### src/rtl/alu_seq_ctrl_pkg.sv
// Shared definitions for the ALU issue/sequencing controller:
// opsel codes, flag bit positions, FSM encoding and op-class helpers.
package alu_seq_ctrl_pkg;

  // ALU opsel codes (5 bits). Codes 13..15 are unassigned; 16..31 are shifts.
  localparam logic [4:0] ALU_ADD     = 5'd0;
  localparam logic [4:0] ALU_SUB     = 5'd1;
  localparam logic [4:0] ALU_INC     = 5'd2;
  localparam logic [4:0] ALU_DEC     = 5'd3;
  localparam logic [4:0] ALU_AND     = 5'd4;
  localparam logic [4:0] ALU_OR      = 5'd5;
  localparam logic [4:0] ALU_XOR     = 5'd6;
  localparam logic [4:0] ALU_NOT     = 5'd7;
  localparam logic [4:0] ALU_NEG     = 5'd8;
  localparam logic [4:0] ALU_MUL     = 5'd9;
  localparam logic [4:0] ALU_DIV     = 5'd10;
  localparam logic [4:0] ALU_MOD     = 5'd11;
  localparam logic [4:0] ALU_SHORT_B = 5'd12;
  localparam logic [4:0] ALU_SHL     = 5'd16;
  localparam logic [4:0] ALU_SHR     = 5'd17;
  localparam logic [4:0] ALU_SAR     = 5'd18;
  localparam logic [4:0] ALU_ROL     = 5'd19;
  localparam logic [4:0] ALU_ROR     = 5'd20;

  // Bit positions inside the {ZF,NF,CF,OF} flag vector.
  localparam int FLAG_ZF = 3;
  localparam int FLAG_NF = 2;
  localparam int FLAG_CF = 1;
  localparam int FLAG_OF = 0;

  // Sequencer states.
  typedef enum logic [1:0] {
    ST_IDLE = 2'd0,
    ST_EXEC = 2'd1,
    ST_DONE = 2'd2
  } state_e;

  // Latency classes: single-cycle, multiplier, divider.
  typedef enum logic [1:0] {
    LAT_ONE = 2'd0,
    LAT_MUL = 2'd1,
    LAT_DIV = 2'd2
  } lat_class_e;

  // Which hold time an opsel needs at the ALU inputs.
  function automatic lat_class_e op_lat_class(input logic [4:0] op);
    lat_class_e cls;
    case (op)
      ALU_MUL:          cls = LAT_MUL;
      ALU_DIV, ALU_MOD: cls = LAT_DIV;
      default:          cls = LAT_ONE;
    endcase
    return cls;
  endfunction

  // Ops whose result commits all four ALU flags; everything else
  // (SHORT_B, shifts, unassigned codes) leaves the flags alone.
  function automatic logic op_writes_flags(input logic [4:0] op);
    logic wr;
    case (op)
      ALU_ADD, ALU_SUB, ALU_INC, ALU_DEC,
      ALU_AND, ALU_OR,  ALU_XOR, ALU_NOT,
      ALU_NEG, ALU_MUL, ALU_DIV, ALU_MOD: wr = 1'b1;
      default:                            wr = 1'b0;
    endcase
    return wr;
  endfunction

  // Divider-class ops (used by the divide-by-zero trap).
  function automatic logic op_is_div(input logic [4:0] op);
    return (op == ALU_DIV) || (op == ALU_MOD);
  endfunction

endpackage

### src/rtl/alu_seq_ctrl_if.sv
// Request/response handshake bundle between execute, the ALU sequencer
// and writeback. The sequencer takes the slave view; the producer/consumer
// side takes the master view.
interface alu_seq_ctrl_if #(
  parameter int WIDTH = 16
);

  logic             req_valid;
  logic             req_ready;
  logic [4:0]       req_op;
  logic [WIDTH-1:0] req_a;
  logic [WIDTH-1:0] req_b;
  logic [WIDTH-1:0] req_x;

  logic             rsp_valid;
  logic             rsp_ready;
  logic [WIDTH-1:0] rsp_res;
  logic [WIDTH-1:0] rsp_extra;

  modport slave (
    input  req_valid, req_op, req_a, req_b, req_x, rsp_ready,
    output req_ready, rsp_valid, rsp_res, rsp_extra
  );

  modport master (
    output req_valid, req_op, req_a, req_b, req_x, rsp_ready,
    input  req_ready, rsp_valid, rsp_res, rsp_extra
  );

endinterface

### src/rtl/alu_seq_lat.sv
// Combinational opsel decode: hold count minus one and flag-write enable.
module alu_seq_lat
  import alu_seq_ctrl_pkg::*;
#(
  parameter int MUL_CYCLES = 2,
  parameter int DIV_CYCLES = 4,
  parameter int CNT_W      = 2
) (
  input  logic [4:0]       opsel,
  output logic [CNT_W-1:0] lat_m1,
  output logic             writes_flags
);

  // Map the op's latency class onto its counter preload.
  always_comb begin
    lat_m1       = '0;
    writes_flags = op_writes_flags(opsel);
    case (op_lat_class(opsel))
      LAT_MUL: lat_m1 = CNT_W'(MUL_CYCLES - 1);
      LAT_DIV: lat_m1 = CNT_W'(DIV_CYCLES - 1);
      default: lat_m1 = '0;
    endcase
  end

endmodule

### src/rtl/alu_seq_ctrl.sv
// ALU issue/sequencing controller: accepts one op, holds the ALU inputs for
// the op's latency, captures the result, owns the {ZF,NF,CF,OF} flags and
// hands the result to writeback.
// Optional build macro ALU_SEQ_DIV0_TRAP_EN: adds div0_trap and turns a
// DIV/MOD with srcB==0 into an immediate zero result without touching flags.
module alu_seq_ctrl
  import alu_seq_ctrl_pkg::*;
#(
  parameter int WIDTH      = 16,
  parameter int MUL_CYCLES = 2,
  parameter int DIV_CYCLES = 4
) (
  input  logic             clk,
  input  logic             rst,
  alu_seq_ctrl_if.slave    bus,
  output logic [3:0]       flags,
  input  logic             flag_wr,
  input  logic [3:0]       flag_wdata,
  input  logic             flush,
  output logic             busy,
  output logic [WIDTH-1:0] alu_srcA,
  output logic [WIDTH-1:0] alu_srcB,
  output logic [WIDTH-1:0] alu_extra_X,
  output logic [4:0]       alu_opsel,
  output logic             alu_Cflag,
  output logic             alu_Oflag,
  input  logic [WIDTH-1:0] alu_res,
  input  logic [WIDTH-1:0] alu_extra_res,
  input  logic             alu_ready,
  input  logic [3:0]       alu_flag_next
`ifdef ALU_SEQ_DIV0_TRAP_EN
  ,
  output logic             div0_trap
`endif
);

  // Counter must hold max(MUL_CYCLES, DIV_CYCLES) - 1.
  localparam int MAX_CYC = (MUL_CYCLES > DIV_CYCLES) ? MUL_CYCLES : DIV_CYCLES;
  localparam int CNT_W   = (MAX_CYC > 1) ? $clog2(MAX_CYC) : 1;

  state_e           state_q, state_d;
  logic             rdy_q, vld_q, busy_q;

  logic [4:0]       op_q;
  logic [WIDTH-1:0] a_q, b_q, x_q;
  logic             wf_q;
  logic [CNT_W-1:0] cnt_q;

  logic [WIDTH-1:0] res_q, extra_q;
  logic [3:0]       flags_q;

  logic [CNT_W-1:0] lat_m1;
  logic             writes_flags;

  logic             accept;
  logic             capture;
  logic             trap_take;

  alu_seq_lat #(
    .MUL_CYCLES (MUL_CYCLES),
    .DIV_CYCLES (DIV_CYCLES),
    .CNT_W      (CNT_W)
  ) u_lat (
    .opsel        (bus.req_op),
    .lat_m1       (lat_m1),
    .writes_flags (writes_flags)
  );

  // Handshake qualifiers and next-state selection; flush overrides everything.
  always_comb begin
    accept    = (state_q == ST_IDLE) && bus.req_valid && !flush;
    capture   = (state_q == ST_EXEC) && (cnt_q == '0) && alu_ready && !flush;
`ifdef ALU_SEQ_DIV0_TRAP_EN
    trap_take = accept && op_is_div(bus.req_op) && (bus.req_b == '0);
`else
    trap_take = 1'b0;
`endif
    state_d   = state_q;
    if (flush) begin
      state_d = ST_IDLE;
    end else begin
      case (state_q)
        ST_IDLE: if (bus.req_valid) state_d = trap_take ? ST_DONE : ST_EXEC;
        ST_EXEC: if ((cnt_q == '0) && alu_ready) state_d = ST_DONE;
        ST_DONE: if (bus.rsp_ready) state_d = ST_IDLE;
        default: state_d = ST_IDLE;
      endcase
    end
  end

  // State register plus registered handshake/status outputs.
  always_ff @(posedge clk or negedge rst) begin
    if (!rst) begin
      state_q <= ST_IDLE;
      rdy_q   <= 1'b1;
      vld_q   <= 1'b0;
      busy_q  <= 1'b0;
    end else begin
      state_q <= state_d;
      rdy_q   <= (state_d == ST_IDLE);
      vld_q   <= (state_d == ST_DONE);
      busy_q  <= (state_d != ST_IDLE);
    end
  end

  // Operand latches: loaded once per accepted op, held through EXEC.
  always_ff @(posedge clk or negedge rst) begin
    if (!rst) begin
      op_q <= '0;
      a_q  <= '0;
      b_q  <= '0;
      x_q  <= '0;
      wf_q <= 1'b0;
    end else if (accept) begin
      op_q <= bus.req_op;
      a_q  <= bus.req_a;
      b_q  <= bus.req_b;
      x_q  <= bus.req_x;
      wf_q <= writes_flags;
    end
  end

  // Hold counter: preloaded with L-1, counts down to zero, never wraps.
  always_ff @(posedge clk or negedge rst) begin
    if (!rst) begin
      cnt_q <= '0;
    end else if (accept) begin
      cnt_q <= lat_m1;
    end else if ((state_q == ST_EXEC) && !flush && (cnt_q != '0)) begin
      cnt_q <= cnt_q - CNT_W'(1);
    end
  end

  // Result registers: ALU capture, or forced zero on a divide-by-zero trap.
  always_ff @(posedge clk or negedge rst) begin
    if (!rst) begin
      res_q   <= '0;
      extra_q <= '0;
    end else if (trap_take) begin
      res_q   <= '0;
      extra_q <= '0;
    end else if (capture) begin
      res_q   <= alu_res;
      extra_q <= alu_extra_res;
    end
  end

  // Architectural flags: a capture owns the cycle, otherwise flag_wr loads.
  always_ff @(posedge clk or negedge rst) begin
    if (!rst) begin
      flags_q <= '0;
    end else if (capture) begin
      if (wf_q) flags_q <= alu_flag_next;
    end else if (flag_wr) begin
      flags_q <= flag_wdata;
    end
  end

`ifdef ALU_SEQ_DIV0_TRAP_EN
  logic trap_q;

  // Remember whether the op now in DONE was a trapped divide.
  always_ff @(posedge clk or negedge rst) begin
    if (!rst) begin
      trap_q <= 1'b0;
    end else if (accept) begin
      trap_q <= trap_take;
    end
  end

  assign div0_trap = trap_q && vld_q;
`endif

  assign bus.req_ready = rdy_q;
  assign bus.rsp_valid = vld_q;
  assign bus.rsp_res   = res_q;
  assign bus.rsp_extra = extra_q;
  assign busy          = busy_q;
  assign flags         = flags_q;
  assign alu_srcA      = a_q;
  assign alu_srcB      = b_q;
  assign alu_extra_X   = x_q;
  assign alu_opsel     = op_q;
  assign alu_Cflag     = flags_q[FLAG_CF];
  assign alu_Oflag     = flags_q[FLAG_OF];

endmodule

### src/flat_wrapper.sv
// flat-port wrapper written by rule: the top's interface ports become plain ports
module alu_seq_ctrl_flat import alu_seq_ctrl_pkg::*;
#(
  parameter int WIDTH      = 16,
  parameter int MUL_CYCLES = 2,
  parameter int DIV_CYCLES = 4
)
  (clk, rst, flags, flag_wr, flag_wdata, flush, busy, alu_srcA, alu_srcB, alu_extra_X, alu_opsel, alu_Cflag, alu_Oflag, alu_res, alu_extra_res, alu_ready, alu_flag_next, bus_req_valid, bus_req_op, bus_req_a, bus_req_b, bus_req_x, bus_rsp_ready, bus_req_ready, bus_rsp_valid, bus_rsp_res, bus_rsp_extra);
  alu_seq_ctrl_if #(.WIDTH(WIDTH)) bus_i ();
  input  logic clk;
  input  logic rst;
  output logic [3:0] flags;
  input  logic flag_wr;
  input  logic [3:0] flag_wdata;
  input  logic flush;
  output logic busy;
  output logic [WIDTH-1:0] alu_srcA;
  output logic [WIDTH-1:0] alu_srcB;
  output logic [WIDTH-1:0] alu_extra_X;
  output logic [4:0] alu_opsel;
  output logic alu_Cflag;
  output logic alu_Oflag;
  input  logic [WIDTH-1:0] alu_res;
  input  logic [WIDTH-1:0] alu_extra_res;
  input  logic alu_ready;
  input  logic [3:0] alu_flag_next;
  input wire logic [$bits(bus_i.req_valid)-1:0] bus_req_valid;
  input wire logic [$bits(bus_i.req_op)-1:0] bus_req_op;
  input wire logic [$bits(bus_i.req_a)-1:0] bus_req_a;
  input wire logic [$bits(bus_i.req_b)-1:0] bus_req_b;
  input wire logic [$bits(bus_i.req_x)-1:0] bus_req_x;
  input wire logic [$bits(bus_i.rsp_ready)-1:0] bus_rsp_ready;
  output wire logic [$bits(bus_i.req_ready)-1:0] bus_req_ready;
  output wire logic [$bits(bus_i.rsp_valid)-1:0] bus_rsp_valid;
  output wire logic [$bits(bus_i.rsp_res)-1:0] bus_rsp_res;
  output wire logic [$bits(bus_i.rsp_extra)-1:0] bus_rsp_extra;
  assign bus_i.req_valid = bus_req_valid;
  assign bus_i.req_op = bus_req_op;
  assign bus_i.req_a = bus_req_a;
  assign bus_i.req_b = bus_req_b;
  assign bus_i.req_x = bus_req_x;
  assign bus_i.rsp_ready = bus_rsp_ready;
  assign bus_req_ready = bus_i.req_ready;
  assign bus_rsp_valid = bus_i.rsp_valid;
  assign bus_rsp_res = bus_i.rsp_res;
  assign bus_rsp_extra = bus_i.rsp_extra;
  alu_seq_ctrl #(.WIDTH(WIDTH), .MUL_CYCLES(MUL_CYCLES), .DIV_CYCLES(DIV_CYCLES)) u_core (.clk(clk), .rst(rst), .bus(bus_i), .flags(flags), .flag_wr(flag_wr), .flag_wdata(flag_wdata), .flush(flush), .busy(busy), .alu_srcA(alu_srcA), .alu_srcB(alu_srcB), .alu_extra_X(alu_extra_X), .alu_opsel(alu_opsel), .alu_Cflag(alu_Cflag), .alu_Oflag(alu_Oflag), .alu_res(alu_res), .alu_extra_res(alu_extra_res), .alu_ready(alu_ready), .alu_flag_next(alu_flag_next));
endmodule
### config.mk
export PLATFORM = sky130hd
export DESIGN_NAME = alu_seq_ctrl_flat
export DESIGN_NICKNAME = d
export VERILOG_FILES = /design/src/rtl/alu_seq_ctrl_pkg.sv /design/src/rtl/alu_seq_ctrl_if.sv /design/src/rtl/alu_seq_lat.sv /design/src/rtl/alu_seq_ctrl.sv /design/src/flat_wrapper.sv
export SDC_FILE = /design/constraint.sdc
export NUM_CORES = 1
export LEC_CHECK = 0
export ABC_AREA = 1
export CAP_MARGIN = 30
export CORE_MARGIN = 2
export CORE_UTILIZATION = 36
export CTS_BUF_LIST = sky130_fd_sc_hd__clkbuf_8 sky130_fd_sc_hd__clkbuf_16
export DETAILED_ROUTE_END_ITERATION = 10
export GPL_TIMING_DRIVEN = 1
export PLACE_DENSITY = 0.76
export SYNTH_ARGS = -nofsm -noshare
export SYNTH_HDL_FRONTEND = slang
export SYNTH_SLANG_ARGS = --single-unit
### constraint.sdc
create_clock -name clk -period 1.6 [get_ports clk]
set_clock_uncertainty 0.15 [all_clocks]
set_input_delay 0.16 -clock clk [delete_from_list [all_inputs] [get_ports clk]]
set_output_delay 0.16 -clock clk [all_outputs]
set_load 0.03 [all_outputs]
# --- After elaboration in Yosys (flattened, before gate mapping) ---
# Memories as Yosys holds them, arrays and structs flattened.
# Index checks and enable logic that the tools add are counted.
op_classes:
  add_sub_neg: 1
  eq_ne: 9
  mux: 13
  reduce_logical: 18
ops:
  columns: ["op", "n"]
  rows:
  - ["$eq A5 B4 Y1 const B", 3]
  - ["$mux W2", 6]
  - ["$mux W4", 3]
  - ["$logic_and A1 B1 Y1", 8]
  - ["$pmux W2 S2", 2]
  - ["$reduce_bool A2 Y1", 4]
  - ["$eq A2 B2 Y1 const B", 3]
  - ["$logic_not A2 Y1", 3]
  - ["$pmux W2 S3", 1]
  - ["$eq A2 B1 Y1 const B", 2]
  - ["$ne A2 B1 Y1 const B", 1]
  - ["$reduce_and A2 Y1", 1]
  - ["$reduce_or A2 Y1", 1]
  - ["$sub A2 B1 Y2 const B", 1]
  - ["$logic_not A1 Y1", 1]
  - ["$mux W1", 1]
word_totals:
  regBits: 97
  rom_bits: 16
  inputBits: 100
  out_inout_bits: 94
  elab_cells: 55
  n_memories: 1
memory_table:
  columns: ["memory", "words", "word_bits", "rd", "rd_ports_with_merged_regs", "write_ports", "line", "text"]
  rows:
  - ["(name not given)", 16, 1, 1, 0, 0, "alu_seq_ctrl_pkg.sv:60", "case (op)"]

# --- Longest topological paths before layout ---
# Gate-level depths: netlist of the first run.
logic_depth:
  word_depth: 6
  mapped_depth: 10
  ltp_nobuf: 9

# --- By module ---
# A second synthesis of the first run with hierarchy kept.
unflattened:
  hier_cells: 455
  hier_area_um2: 4021.4
modules_own_cells:
  columns: ["module", "instances", "cells_per_inst", "area_each_um2"]
  rows:
  - ["alu_seq_ctrl", 1, 444, 3961.3]
  - ["alu_seq_lat", 1, 11, 60.1]

# --- Worst setup path after synthesis of the first run ---
# No wires, ideal clock.
synth_timing:
  kind: "register -> register"
  start: "register u_core.cnt_q[0]"
  end: "register u_core.flags_q[0], in the netlist u_core.flags[0]"
  arrival_time_ns: 1.249
  t_required_ns: 1.333
  path_slack_ns: 0.084
  path_stages_with_launch: 11
  n_path_buf: 1
  period_less_slack_ns: 1.516
  path_cell_list: "dfrtp_1 > inv_1 > ha_1 > nand2_1 > inv_1 > nand3_4 > buf_2 > nand2_1 > nand2_1 > nand2_1 > nand2_1"
synth_via:
  elab_chain_cells: 6
  elab_cells_between_ends: 8
synth_rtl:
  columns: ["element", "line", "text"]
  rows:
  - ["start: declaration", "alu_seq_ctrl.sv:47", "logic [CNT_W-1:0] cnt_q;"]
  - ["start signal: assignment", "alu_seq_ctrl.sv:128", "cnt_q <= lat_m1;"]
  - ["start signal: assignment", "alu_seq_ctrl.sv:130", "cnt_q <= cnt_q - CNT_W'(1);"]
  - ["$logic_not A2 Y1 (*)", "alu_seq_ctrl.sv:72", "capture = (state_q == ST_EXEC) && (cnt_q == '0) && alu_ready && !flush;"]
  - ["$logic_and A1 B1 Y1 (*) (3 in a row)", "alu_seq_ctrl.sv:72", null]
  - ["$ne A2 B1 Y1 (no line) or $reduce_bool A2 Y1 (tied branches)", null, null]
  - ["$reduce_and A2 Y1 (no line)", null, null]
  - ["end signal: assignment", "alu_seq_ctrl.sv:153", "if (wf_q) flags_q <= alu_flag_next;"]
  - ["end signal: assignment", "alu_seq_ctrl.sv:155", "flags_q <= flag_wdata;"]
  - ["end: declaration", "alu_seq_ctrl.sv:50", "logic [3:0] flags_q;"]
# Mark *: on every way between the ends. The rest lies on a longest branch, timed or not.
# A chain may end at the register's enable or synchronous reset.

# --- Worst setup path after layout of the first run ---
layout_timing:
  start: "register u_core.cnt_q[0]"
  end: "register u_core.flags_q[1], in the netlist u_core.flags[1]"
# The elaborated chain is that of the path after synthesis.

==> results of run 1 <==
[placed cells by master (no fill, tap or decap), drive strengths merged, types with 5 or more instances in the layout]
cell type	synthesis	final
nand4	5	5
nand2	212	212
dfrtp	96	96
buf	18	27
clkbuf	4	12
nand3	10	10
dlygate4sd2	0	93
clkdlybuf4s50	0	98
o21ai	40	40
inv	44	48
[final cells by class]
| class | instances | area (sq um) |
|---|---|---|
| flip-flops and latches | 97 | 2430 |
| inverters | 44 | 168 |
| clock buffers | 11 | 151 |
| multi-input cells | 277 | 1200 |
| well taps | 140 | 175 |
| repair buffers | 220 | 2110 |
| clock inverters | 5 | 20.0 |
| fillers | 944 | 4440 |
[registers in the layout, indices dropped and copies added, names as in the netlist, 2 cells and up]
name	cells
u_core.alu_extra_X	16
u_core.alu_srcA	16
u_core.alu_srcB	16
u_core.bus.rsp_extra	16
u_core.bus.rsp_res	16
u_core.alu_opsel	5
u_core.flags	4
u_core.cnt_q	2
u_core.state_q	2
[kinds of logic (layout without fill, tap and decap cells)]
kind of cell,count (synthesis),count (layout),share of synthesized area [%]
simple gates,235,235,24.4
fa+ha+maj,2,2,0.641
buf+inv,66,280,7.63
flops,97,97,62.2
compound gates,40,40,5.13
[power breakdown]
part	leakage [nW]	internal (W)	switching [W]
Clock	0.104	0.000627	0.000742
Combinational	2.10	0.00162	0.00282
Sequential	1.21	0.00330	0.000438
Total	3.42	0.00554	0.00400
[layer usage]
metal	track usage (%)	vias to the layer above
met2	31.9	142
met3	5.55	5
met1	22.5	1660
met4	4.67	0
li1	-	1754
met5	0	-
[Yosys cell counts, drive strengths merged]
library cell,n,share of area (%)
buf,18,3.0
nand3b,2,0.38
nand2,212,21
nand4,5,0.80
nor3,1,0.13
nand3,10,1.6
ha,2,0.64
nor4,1,0.16
inv,44,4.2
dfstp,1,0.67
o21ai,40,5.1
clkbuf,4,0.42
nor2,4,0.64
dfrtp,96,62
[worst paths after layout]
| path | start | end |
|---|---|---|
| max | u_core.cnt_q[0] | u_core.flags[1] |
| min | rst | u_core.bus.rsp_res[11] |
| max in group asynchronous | rst | u_core.alu_extra_X[12] |
| min in group clk | bus_req_a[13] | u_core.alu_srcA[13] |
| max reg2reg | u_core.cnt_q[0] | u_core.flags[1] |
| min reg2reg | u_core.alu_extra_X[5] | u_core.alu_extra_X[5] |
[repair_timing]
action,in CTS,in global routing
setup endpoints to repair,110,22
resized for setup,101,9
hold buffers,1,0
buffers inserted,2,3
pin swaps,4,4
hold endpoints to repair,85,0
[metrics by stage]
stage	total power, W	std cells
after floorplan	0.00635	440
after global placement	0.00861	772
final	0.00954	794
after detailed placement	0.00873	772
after CTS	0.00957	791
after global routing	0.0102	794
[critical path, delay by kind of cell (launching register included)]
family | cells | cell delay (ps)
adders and majority gates | 1 | 160
DFF | 1 | 400
buffers and inverters | 3 | 240
and+or+nand+nor | 5 | 570
==> results.json, run 1 <==
{
  "syn_to_final_growth_pct": 60.3,
  "ioPinCount": 194,
  "drive_above_1_share_pct": 8.41,
  "crit_slowest_cell": "dfrtp_1",
  "grt_max_degree": 35,
  "clockBufferDepth": 2,
  "num_rows": 38,
  "hpwl_um": 8130,
  "met1_length_um": 4360,
  "cts_tree": "yes",
  "fp.dieW_um": 108,
  "crit_required_ps": 1730,
  "yosysSeqAreaShare_pct": 62.2,
  "tns_ps": 0,
  "dp_slack_ps": -173,
  "initial_core_util_pct": 36.5,
  "period_share_pct": 99.2,
  "cts_made_buffers": 9,
  "grt_pass1_wl_um": 16900,
  "maxCapViolations": 0,
  "highest_layer": "met4",
  "grt_pass1_vias": 3563,
  "setup_viol_count_final": 0,
  "wl_per_cell_um": 13.2,
  "syn_inst": 440,
  "fin_crit_ps": 1590,
  "finalInstanceArea_sq_mm": 0.00625,
  "dr.pass1.iters": 4,
  "wl_met3_um": 971,
  "startpoint_type": "flip-flop",
  "setup_ws_ps": 12.9,
  "fmax_ghz": 0.630,
  "ir_drop_mv": 0.932,
  "synth_cell_types": 24,
  "diodes": 0,
  "viasPerCell": 4.48,
  "finalHoldViolCount": 0,
  "utilization_pct": 58.5,
  "finalNetCount": 751,
  "h-tree-depth": 3,
  "die_area_sq_mm": 0.0117,
  "p_leak_nw": 3.42,
  "gp_congestion": 0.738,
  "rsz0062_at_grt": "true",
  "fp.dieH_um": 108,
  "syn-num-nets": 542,
  "status": "finished, final reports clean",
  "track_usage_pct": 18.4,
  "core_sq_mm": 0.0107,
  "drtAntennaViolNets": 0,
  "drv_slew": 0,
  "rrSetupSlack_ps": 10,
  "max_stage_delay_ps": 400,
  "clkLatencyLatePin_ps": 350,
  "grt.overflow.total": 0,
  "cp.arrival_ps": 1720,
  "drtIter0Drc": 246,
  "holdWs_ps": 149,
  "clock-sinks": 97,
  "port_buffers": 193,
  "reg2reg_depth": 9,
  "path_cells": "inv_2 -> ha_4 -> nand2_4 -> inv_4 -> buf_6 -> nand4_1 -> nand2_2 -> nand2_1 -> nand2_1",
  "antenna_found_initial": 0,
  "synth-seq-cells": 97,
  "critPathMostFrequentCell": "nand2_1",
  "path_class": "reg2reg",
  "cp-end-kind": "flip-flop",
  "place_area_sq_mm": 0.00612,
  "yosys_warnings": 0,
  "synth_area_sq_mm": 0.00390,
  "syn_area_per_cell_sq_um": 8.87,
  "min_path_type": "in2async",
  "dr_wl_met2_um": 5070,
  "clk_pin_slew_worst_paths_ps": 80,
  "worst_pin_slew_ps": 449,
  "cts-root-buf": "clkbuf_8",
  "vias": 3561,
  "drc_errors": 0,
  "p_per_area_mw_per_mm2": 1530,
  "slew_headroom_pct": 70.1,
  "wirelength_um": 10500,
  "crit_fanout": 5
}
No activity file was read; power rests on OpenSTA's default activity.
==> run 2: changes to the inputs <==
--- a/config.mk
+++ b/config.mk
@@ -15,2 +15,3 @@
 export PLACE_DENSITY = 0.76
+export SLEW_MARGIN = 10
 export SYNTH_ARGS = -nofsm -noshare
==> constraint.sdc (replaced) <==
create_clock -name clk -period 1.6 [get_ports clk]
set_clock_uncertainty 0.15 [all_clocks]
set_input_delay 0.24 -clock clk [delete_from_list [all_inputs] [get_ports clk]]
set_output_delay 0.24 -clock clk [all_outputs]
set_load 0.03 [all_outputs]
==> run 2 against run 1 <==
Design area rose by 0.54%. Hold slack better by 33 ps. Sequential power about the same. Core utilization grew 0.32 points. Sequential cell count unchanged. Die area unchanged. Setup slack gained 9.5 ps. Combinational power down 1%. First-iteration DRC count down 0.41%. Final cell count is 0.25% lower. Routed wire length increased by 0.59%. Global-route usage shrank 0.13 points. Largest cell class unchanged. Highest routed layer unchanged.
==> results.json, run 2 (synthesis results as in run 1) <==
{
  "antenna_found_initial": 0,
  "crit_slowest_cell": "dfrtp_1",
  "grt_pass1_wl_um": 16600,
  "cts-root-buf": "clkbuf_8",
  "clock-sinks": 97,
  "rrSetupSlack_ps": 20,
  "clkLatencyLatePin_ps": 370,
  "track_usage_pct": 18.3,
  "ioPinCount": 194,
  "ir_drop_mv": 0.817,
  "fillCellCount": 1004,
  "p_sw_w": 0.00405,
  "tns_ps": 0,
  "hpwl_um": 8060,
  "holdWs_ps": 183,
  "final_common_cell": "nand2_1",
  "final_cell_mix": "nand2_1, clkdlybuf4s50_1, dfrtp_1",
  "critical_path.top_delay_family": "simple AND/OR/NAND/NOR gates",
  "path_class": "reg2reg",
  "drtAntennaViolNets": 0,
  "clockPowerShare_pct": 17.8,
  "crit_fanout": 5,
  "internal_power_w": 0.00584,
  "fmax_ghz": 0.634,
  "slew_headroom_pct": 74.5,
  "reg2reg_depth": 9,
  "diodes": 0,
  "cts_tree": "yes",
  "crit_buf_inv": 3,
  "gp_congestion": 0.749,
  "finalNonFillerCells": 792,
  "p_sw_share_pct": 41.0,
  "drc_errors": 0,
  "setup_viol_count_final": 0,
  "grt.overflow.total": 0,
  "die_area_sq_mm": 0.0117,
  "wl_per_cell_um": 13.3,
  "initial_core_util_pct": 36.5,
  "p_per_area_mw_per_mm2": 1570,
  "finalHoldViolCount": 0,
  "dr.pass1.iters": 4,
  "p_leak_nw": 3.42,
  "min_path_type": "in2async",
  "num_rows": 38,
  "clockBufferDepth": 2,
  "path_cells": "inv_2 -> ha_4 -> nand2_4 -> inv_4 -> buf_6 -> nand4_1 -> nand2_2 -> nand2_1 -> nand2_1",
  "fp.dieW_um": 108,
  "worst_pin_slew_ps": 382,
  "timing.rr.start": "u_core.cnt_q[0]",
  "drtIter0Drc": 245,
  "viasPerCell": 4.53,
  "port_buffers": 193,
  "fp.dieH_um": 108,
  "pwr-share-seq_pct": 37.8,
  "syn_to_final_growth_pct": 61.1,
  "maxCapViolations": 0,
  "dpl.cell_count": 773,
  "max_stage_delay_ps": 400,
  "finalNetCount": 749,
  "cp.arrival_ps": 1730,
  "vias": 3589,
  "utilization_pct": 58.8,
  "grt_max_degree": 35,
  "critPathMostFrequentCell": "nand2_1",
  "r2r_end": "u_core.flags[2]",
  "clk_pin_slew_worst_paths_ps": 90,
  "core_sq_mm": 0.0107,
  "crit_required_ps": 1750,
  "startpoint_type": "flip-flop",
  "grt_pass1_vias": 3346,
  "fin_crit_ps": 1580,
  "crit_path_start": "u_core.cnt_q[0]",
  "h-tree-depth": 3,
  "drv_slew": 0,
  "drive_above_1_share_pct": 8.28,
  "period_share_pct": 98.6,
  "cp-end-kind": "flip-flop",
  "rsz0062_at_grt": "true",
  "cts_made_buffers": 9,
  "comb_power_share_pct": 44.4,
  "wirelength_um": 10500,
  "status": "finished, final reports clean"
}
## run 2: final cells by class
class | instances | area [sq um] | area share, %
repair buffers | 218 | 2100 | 33.3
well taps | 140 | 175 | 2.79
inverters | 44 | 168 | 2.67
clock buffers | 11 | 151 | 2.41
flip-flops and latches | 97 | 2430 | 38.6
multi-input cells | 277 | 1200 | 19.1
clock inverters | 5 | 71.3 | 1.13
## run 2: worst register-to-register path, cell delays in order (launching register included)
cell and delay (ps):
dfrtp_1 400, inv_2 90, ha_4 160, nand2_4 50, inv_4 60, buf_6 100, nand4_1 200, nand2_2 180
nand2_1 70, nand2_1 60
## run 2: worst max-delay path by stage
| stage | end | cells past startpoint |
|---|---|---|
| 6_report | u_core.flags[2] | 9 |
| 5_1_grt | u_core.flags[2] | 9 |
| 2_1_floorplan | u_core.flags[0] | 10 |
| 3_5_place_dp | u_core.flags[2] | 7 |
| 3_3_place_gp | u_core.cnt_q[0] | 7 |
| 4_1_cts | u_core.flags[2] | 9 |
## run 2: power by group through the flow
stage / clock network (W) / registers (W) / logic [W]
finish: 0.00176 / 0.00373 / 0.00439
global route: 0.00192 / 0.00384 / 0.00472
CTS: 0.00182 / 0.00374 / 0.00437
detailed placement: 0 / 0.00380 / 0.00491
global placement: 0 / 0.00378 / 0.00483
floorplan: 0 / 0.00540 / 0.000956
## run 2: metal layers
metal | GRT usage [%] | vias to the layer above | part of all wire [%]
li1 | - | 1758 | -
met4 | 6.87 | 0 | 1.6
met5 | 0 | - | 0
met2 | 30.6 | 135 | 46
met1 | 22.5 | 1685 | 43
met3 | 5.12 | 11 | 9.0
## run 2: what timing repair did
action,CTS,global route
hold endpoints to repair,83,0
pin swaps,2,5
hold buffers,1,0
setup buffers,0,2
resized for setup,101,12
setup endpoints to repair,112,19
## run 2: per-stage QoR
step / cell area [sq um] / total power (W) / setup WS [ps]
2_1_floorplan: 3900 / 0.00635 / 83.9
3_3_place_gp: 6120 / 0.00861 / -135
3_5_place_dp: 6120 / 0.00871 / -202
4_1_cts: 6260 / 0.00993 / 4.06
5_1_grt: 6290 / 0.0105 / -40.4
6_report: 6290 / 0.00989 / 22.4
==> run 3: changes to the inputs <==
CORE_UTILIZATION = 30   (was 36)
PLACE_DENSITY = 0.65   (was 0.76)
==> run 3 against run 2 <==
Design area increased by 1.9%. Routed wire length up 2.3%. Hold slack better by 93 ps. Power grew 3.0%.
==> results.json, run 3 (synthesis results as in run 1) <==
{
  "status": "finished, final reports clean",
  "drv_slew": 0,
  "grt_pass1_wl_um": 18100,
  "dpl.cell_count": 800,
  "num_rows": 41,
  "h-tree-depth": 3,
  "die_area_sq_mm": 0.0139,
  "hpwl_um": 7870,
  "drtAntennaViolNets": 0,
  "setup_viol_count_final": 0,
  "min_path_type": "in2reg",
  "antenna_found_initial": 0,
  "grt_pass1_vias": 3573,
  "cts-root-buf": "clkbuf_16",
  "ir_drop_mv": 0.681,
  "gp_congestion": 0.825,
  "final_common_cell": "nand2_1",
  "wirelength_um": 10800,
  "p_leak_nw": 3.45,
  "tns_ps": 0,
  "maxCapViolations": 0,
  "final_cell_mix": "nand2_1, clkdlybuf4s50_1, dfrtp_1",
  "slew_headroom_pct": 62.6,
  "clkLatencyLatePin_ps": 350,
  "fp.dieH_um": 118,
  "drtIter0Drc": 161,
  "crit_buf_inv": 1,
  "fin_crit_ps": 1570,
  "dr.pass1.iters": 4,
  "initial_core_util_pct": 30.8,
  "period_share_pct": 98.2,
  "path_class": "reg2out",
  "wl_per_cell_um": 13.1,
  "cp-end-kind": "output pin",
  "crit_required_ps": 1210,
  "ioPinCount": 194,
  "drive_above_1_share_pct": 9.37,
  "core_sq_mm": 0.0127,
  "fp.dieW_um": 118,
  "startpoint_type": "flip-flop",
  "finalHoldViolCount": 0,
  "max_stage_delay_ps": 430,
  "cts_made_buffers": 9,
  "total_power_w": 0.0102,
  "worst_pin_slew_ps": 561,
  "clockBufferDepth": 2,
  "diodes": 0,
  "syn_to_final_growth_pct": 64.3,
  "clock-sinks": 97,
  "grt.overflow.total": 0,
  "fmax_ghz": 0.637,
  "track_usage_pct": 16.2,
  "port_buffers": 193,
  "finalNetCount": 748,
  "finalNonFillerCells": 823,
  "path_cells": "dlygate4sd2_1",
  "cts_tree": "yes",
  "cp.arrival_ps": 1180,
  "p_per_area_mw_per_mm2": 1590,
  "rsz0062_at_grt": "true",
  "critical_path.top_delay_family": "buffers and inverters",
  "drc_errors": 0,
  "viasPerCell": 4.34,
  "clk_pin_slew_worst_paths_ps": 60,
  "crit_slowest_cell": "dlygate4sd2_1",
  "grt_max_degree": 98,
  "vias": 3568,
  "crit_fanout": 3
}
run 3: where the power goes:
group / internal (W) / switching (W) / total (W)
registers: 0.00330 / 0.000451 / 0.00375
logic: 0.00158 / 0.00282 / 0.00440
clock network: 0.00113 / 0.000901 / 0.00203
run 3: worst paths after layout:
path,from,cells past startpoint,slack (ps),end
worst max-delay path,u_core.flags[1],1,30,flags[1]
worst min-delay path,bus_req_a[8],3,280,u_core.alu_srcA[8]
worst max register to register,u_core.cnt_q[0],9,40,u_core.bus.rsp_extra[13]
worst min register to register,u_core.alu_extra_X[3],2,320,u_core.alu_extra_X[3]
max in group asynchronous,rst,3,530,u_core.bus.rsp_res[14]
min in group asynchronous,rst,3,290,u_core.bus.rsp_extra[1]
run 3: final cells by class:
cell class	count	area, sq um
inverter	44	168
clock inverter	5	31.3
multi-input combinational	277	1220
timing repair buffer	217	2100
fill	1187	6260
sequential	97	2430
tap	172	215
clock buffer	11	253
run 3: per-stage QoR:
step           hold WS [ps]  setup slack, ps  utilization [%]  cell area [sq um]
2_1_floorplan          -206             83.9                -               3900
3_3_place_gp            188             -148             48.1               6090
3_5_place_dp            194             -152             48.1               6090
4_1_cts                 262            0.107             50.3               6370
5_1_grt                 274            -43.7             50.6               6410
6_report                276             28.9             50.6               6410
run 3: repair_timing:
item | in CTS | in global routing
hold endpoints to repair | 96 | 0
pin swaps | 2 | 4
setup endpoints to repair | 129 | 35
hold buffers | 1 | 0
buffers inserted | 3 | 1
cloned | 2 | 0
resized for setup | 101 | 23
run 3: per-layer routing:
| metal | GRT usage (%) | wire length [um] | vias up |
|---|---|---|---|
| met3 | 5.18 | 811 | 11 |
| met2 | 24.9 | 4820 | 148 |
| met5 | 0 | 0 | - |
| li1 | - | - | 1754 |
| met4 | 6.55 | 172 | 0 |
| met1 | 21.2 | 4970 | 1655 |
==> variant 1, RTL diff (settings of run 1) <==
The 3 states of `state_e` get a one-hot encoding in 3 bits.
--- a/src/rtl/alu_seq_ctrl_pkg.sv
+++ b/src/rtl/alu_seq_ctrl_pkg.sv
@@ -30,8 +30,8 @@
 
   // Sequencer states.
-  typedef enum logic [1:0] {
-    ST_IDLE = 2'd0,
-    ST_EXEC = 2'd1,
-    ST_DONE = 2'd2
+  typedef enum logic [2:0] {
+    ST_IDLE = 3'b001,
+    ST_EXEC = 3'b010,
+    ST_DONE = 3'b100
   } state_e;
 
Check against the original RTL: same outputs for any inputs over 10 cycles, from zero or initial values and one cycle with rst low; not proved beyond that.
==> variant 1 against run 1 <==
The run now ends with setup timing left. Sequential share of layout area shrank 1.6 points. Clock power grew 9%. Total power shrank 25%. Wire length grew 13%. Area after synthesis grew 0.71%. Worst setup slack lost 62 ps. Sequential power shrank 15%. Critical path depth is the same. Via count grew 4.1%. Hold slack gained 22 ps. Global-route usage shrank 0.88 points. Final area grew 5.3%. Sequential cell count grew 1. Critical path type unchanged. Highest routed layer unchanged.
==> variant 1: results (changes against run 1) <==
Worst-path clk slew=approximately 90 ps; hold path start=bus_req_a[6]; Slew HR=64.7% (-5.4 points); r2r setup slk=-50 ps (-60 ps); hold crit path type=in -> reg; hpwl dp=7530 microns (-7.5%); Final TNS setup=-140 ps (-140 ps); reg2reg path depth=9 (unchanged); Distinct cells, synth=21 (-13%); fin cells=808 (+1.8%); Mapped Nets=549 (+1.3%); initial drt markers=151 (-39%); gr usage total=17.5% (-0.88 points); vias in the first global route=3430 (-3.7%); gpl congestion=0.792 (+7.3%); largest net degree at the start of global routing=99 (+180%); main area contributors after synthesis=dfrtp_1 (61%), nand2_1 (20%), inv_1 (4.2%); Max Buffers Root-to-Sink=2 (unchanged); Top FF cell, synth=dfrtp_1; Area after DPL=6070 sq um (-0.80%); Leakage Power=3.54 nW (+3.5%); worst-path fanout max=5 (unchanged); antenna fix cells=0 (unchanged); nets@finish=765 (+1.9%); Post-synth ARST share=100% (unchanged); terminus of the critical flop-to-flop path=u_core.flags[0]$_DFFE_PN0P_; sequential element share of the synthesized area=62.5% (+0.23 points); Layout fillers=927 (-1.8%); top cells by count, synth=nand2_1 (211), dfrtp_1 (96), inv_1 (44); dpl ws=-140 ps (+32.4 ps); WL per Instance=14.6 microns (+11%); status=finished with violations; layout overhead on the synthesized area=67.6%; setup violators final=6 (+6); drt pass-1 iters=6 (+2); final worst setup slack=-48.9 ps (-61.8 ps); CTS Buf Count=9 (unchanged); initial antenna violation count=0 (unchanged); synth warn=0 (unchanged); clk_lat worst skew=around 360 ps; Placed Instances=775 (+0.39%); CP max stage delay=400 ps (about the same); worst hold margin=171 ps (+21.5 ps); Syn Area/Cell=8.79 sq um (-0.87%); first-pass GRT wire length=16100 microns (-5.0%); vias after detailed routing=3706 (+4.1%); failing checks=setup timing; share of cells above drive strength 1=14.4% (+6.0 points); CP arrival=1800 ps (+80 ps); CTS Root Cell=clkbuf_8; maximum VDD drop=0.000592 V (-36%)
## variant 1: changes by cell type after synthesis, moves of 2 or more
| cell | change |
|---|---|
| o21ai_1 | +6 |
| buf_2 | -5 |
| clkbuf_1 | +5 |
| o21ai_0 | -5 |
| nor2_1 | +4 |
| a21oi_1 | +2 |
| nand3_2 | +2 |
| nand3b_1 | -2 |
## variant 1: layout make-up
class / instances / area share, %
clock buffers: 11 / 2.30
clock inverters: 5 / 0.456
inverters: 46 / 2.85
multi-input cells: 284 / 20.9
flip-flops and latches: 98 / 37.3
well taps: 140 / 2.66
repair buffers: 224 / 33.6
## variant 1: power breakdown
| group | switching [mW] | internal (mW) | total [mW] |
|---|---|---|---|
| combinational | 1.53 | 0.960 | 2.49 |
| sequential | 0.255 | 2.90 | 3.16 |
| clock | 0.842 | 0.646 | 1.49 |
| total | 2.63 | 4.51 | 7.14 |
## variant 1: repair_timing
action | CTS | global route
hold buffers | 1 | 0
pin swaps | 4 | 8
hold endpoints to repair | 96 | 0
gates resized for setup | 105 | 66
gates cloned | 0 | 9
endpoints found under the setup margin | 180 | 91
buffers inserted | 2 | 5
## variant 1: worst max path at each step
stage	cells past startpoint	slack [ps]	startpoint	endpoint
floorplan	9	20	u_core.cnt_q[0]$_DFFE_PN0P_	u_core.bus.rsp_extra[10]$_DFFE_PN0N_
global route	9	-100	u_core.cnt_q[0]$_DFFE_PN0P_	u_core.flags[0]$_DFFE_PN0P_
CTS	7	-30	u_core.state_q[0]$_DFF_PN1_	u_core.alu_srcA[14]$_DFFE_PN0P_
global placement	5	-60	flush	u_core.alu_opsel[1]$_DFFE_PN0P_
finish	9	-50	u_core.cnt_q[0]$_DFFE_PN0P_	u_core.flags[0]$_DFFE_PN0P_
detailed placement	9	-140	u_core.cnt_q[0]$_DFFE_PN0P_	u_core.flags[1]$_DFFE_PN0P_
## variant 1: worst register-to-register path, delay by kind of cell (launching register included)
family / cells / cell delay (ps)
flops: 1 / 400
fa+ha+maj: 1 / 170
buf+inv: 3 / 250
simple gates: 5 / 630
## variant 1: layer usage
metal | global-route usage [%] | up-vias | wire, microns
met5 | 0 | - | 0
met4 | 7.14 | 0 | 176
met3 | 5.49 | 14 | 1070
met2 | 28.7 | 147 | 5800
met1 | 21.4 | 1747 | 4760
li1 | - | 1798 | -
## variant 1: cells by family after synthesis
kind of cell,share of synthesized area (%)
and+or+nand+nor,24.1
DFF,62.5
buffers and inverters,7.29
AOI/OAI and AO/OA,5.48
adders and majority gates,0.637
==> variant 2, RTL diff (config.mk and constraints of run 1) <==
Made on the original files. `MUL_CYCLES` is set to 2 in 3 places; all go to 4.
--- a/src/rtl/alu_seq_lat.sv
+++ b/src/rtl/alu_seq_lat.sv
@@ -3,5 +3,5 @@
   import alu_seq_ctrl_pkg::*;
 #(
-  parameter int MUL_CYCLES = 2,
+  parameter int MUL_CYCLES = 4,
   parameter int DIV_CYCLES = 4,
   parameter int CNT_W      = 2
--- a/src/rtl/alu_seq_ctrl.sv
+++ b/src/rtl/alu_seq_ctrl.sv
@@ -8,5 +8,5 @@
 #(
   parameter int WIDTH      = 16,
-  parameter int MUL_CYCLES = 2,
+  parameter int MUL_CYCLES = 4,
   parameter int DIV_CYCLES = 4
 ) (
--- a/src/flat_wrapper.sv
+++ b/src/flat_wrapper.sv
@@ -3,5 +3,5 @@
 #(
   parameter int WIDTH      = 16,
-  parameter int MUL_CYCLES = 2,
+  parameter int MUL_CYCLES = 4,
   parameter int DIV_CYCLES = 4
 )
Function: changed (a bounded check fails within 4 cycles, from zero or initial values and one cycle with rst low).
==> variant 2 against run 1 <==
The flow now finishes with violations (setup timing). Area after synthesis up 4.9%. Sequential cell count unchanged. Total power down 2.7%. Wire length down 5.5%. Final area up 2.0%. Worst setup slack worse by 29 ps. Global-route usage down 2.0 points. Hold slack better by 76 ps.
==> variant 2: results (changes against run 1) <==
status=finished with violations; failing checks=setup timing; Slew HR=65.6% (-4.4 points); Layout Utilization=58.1% (-0.36 points); Plain + repair buffers=207 (-5.9%); Syn Area/Cell=9.33 sq um (+5.1%); gpl congestion=0.771 (+4.4%); setup violators final=1 (+1); fin cells=781 (-1.6%); top cells by count, synth=nand2_1 (108), inv_1 (97), dfrtp_1 (96); worst-path fanout max=19 (+14); Distinct cells, synth=25 (+4.2%); multi-input logic area=1140 sq um (-5.2%); non-clk buf share=31.0% (-2.8 points); power per cell area=1450 nW/um^2 (-4.7%); Post-Route WL=9900 microns (-5.5%); CP arrival=1690 ps (-30 ps); clk_buf instances=13 (+2); gr usage total=16.4% (-2.0 points); CP max stage delay=380 ps (-20 ps); Logic pwr share=39.6% (-6.9 points); Placed Instances=764 (-1.0%); CTS Root Cell=clkbuf_16; final worst setup slack=-16.3 ps (-29.1 ps); Via density=4.32 (-3.8%); largest net degree at the start of global routing=98 (+180%); maximum VDD drop=0.000633 V (-32%); Clock Network Area Fraction=4.61% (+1.9 points); Final TNS setup=-16.3 ps (-16.3 ps); first-pass GRT wire length=16500 microns (-2.5%)
variant 2: cell types whose count changed in the layout (fill, tap and decap cells not counted), moves of 4 or more:
cell | before | now
clkbuf_16 | 0 | 9
buf_4 | 18 | 7
nand4_1 | 5 | 1
o21ai_0 | 20 | 49
o21ai_2 | 0 | 24
nand2_1 | 207 | 106
nand3_1 | 9 | 4
clkbuf_8 | 11 | 4
buf_12 | 7 | 3
nor2_1 | 1 | 7
inv_1 | 44 | 96
variant 2: final timing paths:
| check | slack [ps] | end | depth (start not counted) |
|---|---|---|---|
| worst max-delay path | -20 | u_core.flags[3]$_DFFE_PN0P_ | 10 |
| worst min-delay path | 230 | u_core.alu_srcB[0]$_DFFE_PN0P_ | 3 |
| worst max register to register | -20 | u_core.flags[3]$_DFFE_PN0P_ | 10 |
| worst min register to register | 330 | u_core.alu_srcB[0]$_DFFE_PN0P_ | 2 |
| max in group asynchronous | 630 | u_core.alu_extra_X[4]$_DFFE_PN0P_ | 3 |
| min in group asynchronous | 260 | u_core.bus.rsp_extra[0]$_DFFE_PN0N_ | 3 |
variant 2: per-layer routing:
metal  global-route usage (%)  vias up  part of all wire [%]
met5                        0        -                     0
met4                     5.83        0                   1.8
met3                     4.34       13                   6.1
met2                     28.4      102                    50
met1                     19.8     1534                    42
li1                         -     1722                     -
variant 2: kinds of logic after synthesis:
| kind of cell | after synthesis | synth area share, % |
|---|---|---|
| compound gates | 95 | 13.9 |
| fa+ha+maj | 1 | 0.306 |
| buf+inv | 119 | 13.1 |
| flops | 97 | 59.3 |
| simple gates | 127 | 13.3 |
variant 2: what timing repair did:
item                       4_1_cts  5_1_grt
setup endpoints to repair      120       33
resized for setup              101       12
pin swaps                        1        5
hold buffers                     1        0
hold endpoints to repair        96        0
buffers inserted                 0        0
